File: config.mk
export PLATFORM = sky130hd
export DESIGN_NAME = alu_seq_arbiter
export DESIGN_NICKNAME = d
export VERILOG_FILES = /design/src/rtl/alu_seq_arbiter.sv
export SDC_FILE = /design/constraint.sdc
export NUM_CORES = 1
export LEC_CHECK = 0
export BUFFER_PORTS_ARGS = -buffer_cell sky130_fd_sc_hd__buf_2
export CAP_MARGIN = 20
export CORE_AREA = 5 5 70 65
export DETAILED_ROUTE_END_ITERATION = 10
export DIE_AREA = 0 0 75 70
export GPL_ROUTABILITY_DRIVEN = 0
export PLACE_DENSITY = 0.78
export SYNTH_ARGS = -nofsm -noshare
export SYNTH_HDL_FRONTEND = slang
export SYNTH_SLANG_ARGS = --single-unit
File: constraint.sdc
create_clock -name clk -period 1.56 [get_ports clk]
set_input_delay 0.078 -clock clk [delete_from_list [all_inputs] [get_ports clk]]
set_output_delay 0.078 -clock clk [all_outputs]
set_load 0.01 [all_outputs]
File: src/rtl/alu_seq_arbiter.sv
// Two-requester round-robin front end for a nibble-serial sequential ALU.
// A granted request is replayed to the ALU as reset, op1, op2, opcode. The block
// then waits for done, with a timeout, and returns the captured result to the
// requester that owns the transaction.
module alu_seq_arbiter #(
  parameter int unsigned TIMEOUT = 8
) (
  input  logic       clk,
  input  logic       reset,
  input  logic [1:0] req_valid,
  output logic [1:0] req_ready,
  input  logic [3:0] a_op1,
  input  logic [3:0] a_op2,
  input  logic [3:0] a_opc,
  input  logic [3:0] b_op1,
  input  logic [3:0] b_op2,
  input  logic [3:0] b_opc,
  output logic [1:0] resp_valid,
  output logic [3:0] resp_result,
  output logic [2:0] resp_flags,
  output logic       resp_err,
  output logic       alu_rst,
  output logic [3:0] alu_data,
  input  logic [3:0] alu_result,
  input  logic [3:0] alu_flags
);

  typedef enum logic [2:0] {
    StIdle, StSync, StSendOp1, StSendOp2, StSendOpc, StWaitDone, StResp
  } state_e;

  // Last WAIT_DONE count value before the timeout fires.
  localparam logic [3:0] TimeoutLast = 4'(TIMEOUT - 1);

  state_e     state_q, state_d;
  logic       last_q, last_d;    // 0 = A granted last, 1 = B granted last
  logic       owner_q, owner_d;  // 0 = A, 1 = B
  logic [3:0] op1_q, op1_d;
  logic [3:0] op2_q, op2_d;
  logic [3:0] opc_q, opc_d;
  logic [3:0] cnt_q, cnt_d;
  logic [3:0] result_q, result_d;
  logic [2:0] flags_q, flags_d;
  logic       err_q, err_d;
  logic [1:0] grant;

  // Round-robin winner, offered only in IDLE and never while in reset.
  always_comb begin
    grant = 2'b00;
    if (state_q == StIdle && !reset) begin
      unique case (req_valid)
        2'b01:   grant = 2'b01;
        2'b10:   grant = 2'b10;
        2'b11:   grant = last_q ? 2'b01 : 2'b10;
        default: grant = 2'b00;
      endcase
    end
  end

  // Next-state logic: request capture, ALU sequencing, done or timeout handling.
  always_comb begin
    state_d  = state_q;
    last_d   = last_q;
    owner_d  = owner_q;
    op1_d    = op1_q;
    op2_d    = op2_q;
    opc_d    = opc_q;
    cnt_d    = cnt_q;
    result_d = result_q;
    flags_d  = flags_q;
    err_d    = err_q;
    unique case (state_q)
      StIdle: begin
        if (grant != 2'b00) begin
          owner_d = grant[1];
          last_d  = grant[1];
          op1_d   = grant[1] ? b_op1 : a_op1;
          op2_d   = grant[1] ? b_op2 : a_op2;
          opc_d   = grant[1] ? b_opc : a_opc;
          state_d = StSync;
        end
      end
      StSync:    state_d = StSendOp1;
      StSendOp1: state_d = StSendOp2;
      StSendOp2: state_d = StSendOpc;
      StSendOpc: begin
        cnt_d   = 4'd0;
        state_d = StWaitDone;
      end
      StWaitDone: begin
        // Done takes priority over a timeout landing in the same cycle.
        if (alu_flags[0]) begin
          result_d = alu_result;
          flags_d  = alu_flags[3:1];
          err_d    = 1'b0;
          state_d  = StResp;
        end else if (cnt_q == TimeoutLast) begin
          result_d = 4'd0;
          flags_d  = 3'd0;
          err_d    = 1'b1;
          state_d  = StResp;
        end else begin
          cnt_d = cnt_q + 4'd1;
        end
      end
      StResp:  state_d = StIdle;
      default: state_d = StIdle;
    endcase
  end

  // State and capture registers with synchronous reset.
  always_ff @(posedge clk) begin
    if (reset) begin
      state_q  <= StIdle;
      last_q   <= 1'b1;
      owner_q  <= 1'b0;
      op1_q    <= 4'd0;
      op2_q    <= 4'd0;
      opc_q    <= 4'd0;
      cnt_q    <= 4'd0;
      result_q <= 4'd0;
      flags_q  <= 3'd0;
      err_q    <= 1'b0;
    end else begin
      state_q  <= state_d;
      last_q   <= last_d;
      owner_q  <= owner_d;
      op1_q    <= op1_d;
      op2_q    <= op2_d;
      opc_q    <= opc_d;
      cnt_q    <= cnt_d;
      result_q <= result_d;
      flags_q  <= flags_d;
      err_q    <= err_d;
    end
  end

  // Outputs decoded from state; reset masks them so they are quiet immediately.
  always_comb begin
    req_ready  = grant;
    resp_valid = 2'b00;
    alu_data   = 4'd0;
    alu_rst    = reset || (state_q == StSync);
    if (!reset) begin
      unique case (state_q)
        StSendOp1: alu_data = op1_q;
        StSendOp2: alu_data = op2_q;
        StSendOpc: alu_data = opc_q;
        StResp:    resp_valid = owner_q ? 2'b10 : 2'b01;
        default:   alu_data = 4'd0;
      endcase
    end
  end

  assign resp_result = result_q;
  assign resp_flags  = flags_q;
  assign resp_err    = err_q;

endmodule

==> results.ini <==
[cells_and_area]
drive_gt1_share_pct=43.1
fin_util_pct=59.5
final_nets=291
insertedDiodeCount=0
final_area_um2=2210
synthToLayoutAreaGrowth_pct=36.8
fin_cells=301

[power_and_ir_drop]
peakVddDrop_mv=0.623
power.leakage_nw=0.935
power_density_nw_per_um2=946
finalPower_mw=2.09

[placed_design]
placed_area_um2=2000
dp_cells=287
numPortBuffers=52
dp_hpwl_um=3260

[cts]
clkSinkCount=29
clockBufferDepth=2
clk_latency_ns=0.28
cts_tree=yes
root_buffer=clkbuf_8
numCtsBuffers=5
cts.htree.levels=2
clk_pin_slew_ns=0.07

[critical_path]
crit_type=reg2reg
cp.required_ns=1.72
crit_fanout=9
cp-end-kind=register
crit_arrival_ns=1.71
start_kind=register

[logic_synthesis]
synthesis.nets=224
avgSynthCellArea_um2=8.62
synth-edff-count=0
synthFlopType=dfxtp_1
syn_area_um2=1610
async_flop_share_pct=0
syn_inst=187
ys_seq_area_share_pct=36.0
ys_types=43
yosys_warnings=0
yosys_register_bits=29

[floorplanning]
die_x_um=75
core_um2=3700
ioPinCount=53
fp-row-count=21
die_area_um2=5250
start_util_pct=43.5
fp.dieH_um=70

[grt]
grt_usage_pct=17.9
antenna_found_initial=0
grt_max_degree=24
grt_pass1_vias=1658
gr-total-overflow=0
grt_pass1_wl_um=7430

[detailed_routing]
drc=0
num_vias=1762
wire_per_inst_um=15.3
ant_nets=0
via_per_inst=5.85
first_pass_iters=6
drt_iter0_markers=159
drt_wl_total_um=4610

[timing]
final-max-slew-violation-count=0
finalHoldViolations=0
fin_crit_sh_pct=99.7
period_needed_ns=1.56
worst_clock_skew_ns=0.00561
relSlewSlack_pct=76.1
fmax_ghz=0.643
worst_pin_slew_ns=0.359
setup_viol=0
hold-worst-slack_ns=0.00517

[outcome]
status=complete, no violations

[hold_path]
hold_path.class=in2reg

[flow_run]
cap_viol_max_count=0

==> flip-flops by register name (all words and copies together), names as in the netlist <==
register,count
owner_q,1
resp_result,4
opc_q,4
op2_q,4
last_q,1
state_q,3
resp_err,1
resp_flags,3
op1_q,4
cnt_q,4
==> logic make-up (layout without fill, tap and decap cells) <==
kind of cell               after synthesis  after routing  share of synthesized area [%]
AOI/OAI and AO/OA                       59             59                           27.2
buffers and inverters                   27             93                           8.15
DFF                                     29             29                           36.0
and+or+nand+nor                         71             73                           27.9
adders and majority gates                1              1                          0.776
==> worst max-delay path: stages (launching register included) <==
cell	delay, ns
dfxtp_4	0.38
or4_4	0.60
o31ai_1	0.32
a311oi_1	0.14
==> area by class of cell <==
type                            count  area, um^2
Inverter                            6        22.5
Sequential cell                    29         591
Tap cell                           46        57.6
Fill cell                         324        1500
Clock inverter                      1        5.00
Clock buffer                        7        96.3
Multi-Input combinational cell    133         965
Timing Repair Buffer               79         469
==> cells in the final DEF (no fill, tap or decap), drive strengths merged, types with 6 or more instances in the layout <==
cell type / n
or4: 6
clkbuf: 7
nand4: 9
and3b: 10
buf: 78
a311oi: 12
o21ai: 8
a21oi: 8
nor3: 11
dfxtp: 29
nand2: 12
a32o: 7
o31ai: 9
==> stage by stage <==
step                TNS, ns  worst slack, ns
floorplan            -0.390          -0.0632
global placement          0           0.0516
detailed placement  -0.0797          -0.0295
CTS                       0          0.00150
global route        -0.0176         -0.00854
finish                    0          0.00436
==> what timing repair did <==
| item | in CTS | in global routing |
|---|---|---|
| pin swaps | 1 | 7 |
| cloned | 0 | 2 |
| gates resized for setup | 3 | 20 |
| hold buffers | 1 | 0 |
| hold endpoints to repair | 1 | 0 |
| endpoints found under the setup margin | 15 | 18 |
| buffers inserted | 0 | 3 |
==> layer usage <==
layer	vias up	part of all wire, %	track usage [%]
li1	876	-	-
met1	820	46	24.1
met2	62	47	26.0
met3	4	6.2	5.74
met4	0	1.0	6.92
met5	-	0	0
==> report_power, final <==
group          total (mW)  leakage [nW]  switching (mW)  internal (mW)
clock network       0.684        0.0542           0.286          0.398
registers           0.864         0.239          0.0581          0.806
logic               0.540         0.642           0.286          0.254
==> cell usage after synthesis (all sizes together), types with 2 or more instances <==
cell	number	share of area, %
dfxtp	29	36
clkbuf	13	3.0
a311oi	12	6.5
nand2	12	2.8
nor3	11	3.4
and3b	10	5.4
nand4	9	3.5
o31ai	9	4.2
a21oi	8	2.5
buf	8	3.7
o21ai	8	2.5
a32o	7	4.3
a31oi	5	1.9
inv	5	1.2
nand3	5	1.6
nor2	5	1.2
o211ai	4	1.9
or4	4	2.1
nand2b	3	1.2
nor2b	2	0.78
nor4	2	1.7
==> path summary, 6_finish.rpt <==
kind / cells past startpoint / startpoint / endpoint / slack, ns
max: 3 / state_q[2]$_SDFFE_PP0P_ / opc_q[3]$_SDFFE_PP0P_ / 0.004
min: 2 / alu_flags[3] / resp_flags[2]$_SDFFE_PP0P_ / 0.005
max reg2reg: 3 / state_q[2]$_SDFFE_PP0P_ / opc_q[3]$_SDFFE_PP0P_ / 0.004
min reg2reg: 1 / resp_flags[1]$_SDFFE_PP0P_ / resp_flags[1]$_SDFFE_PP0P_ / 0.49
Power figures use the tool's default switching activity.
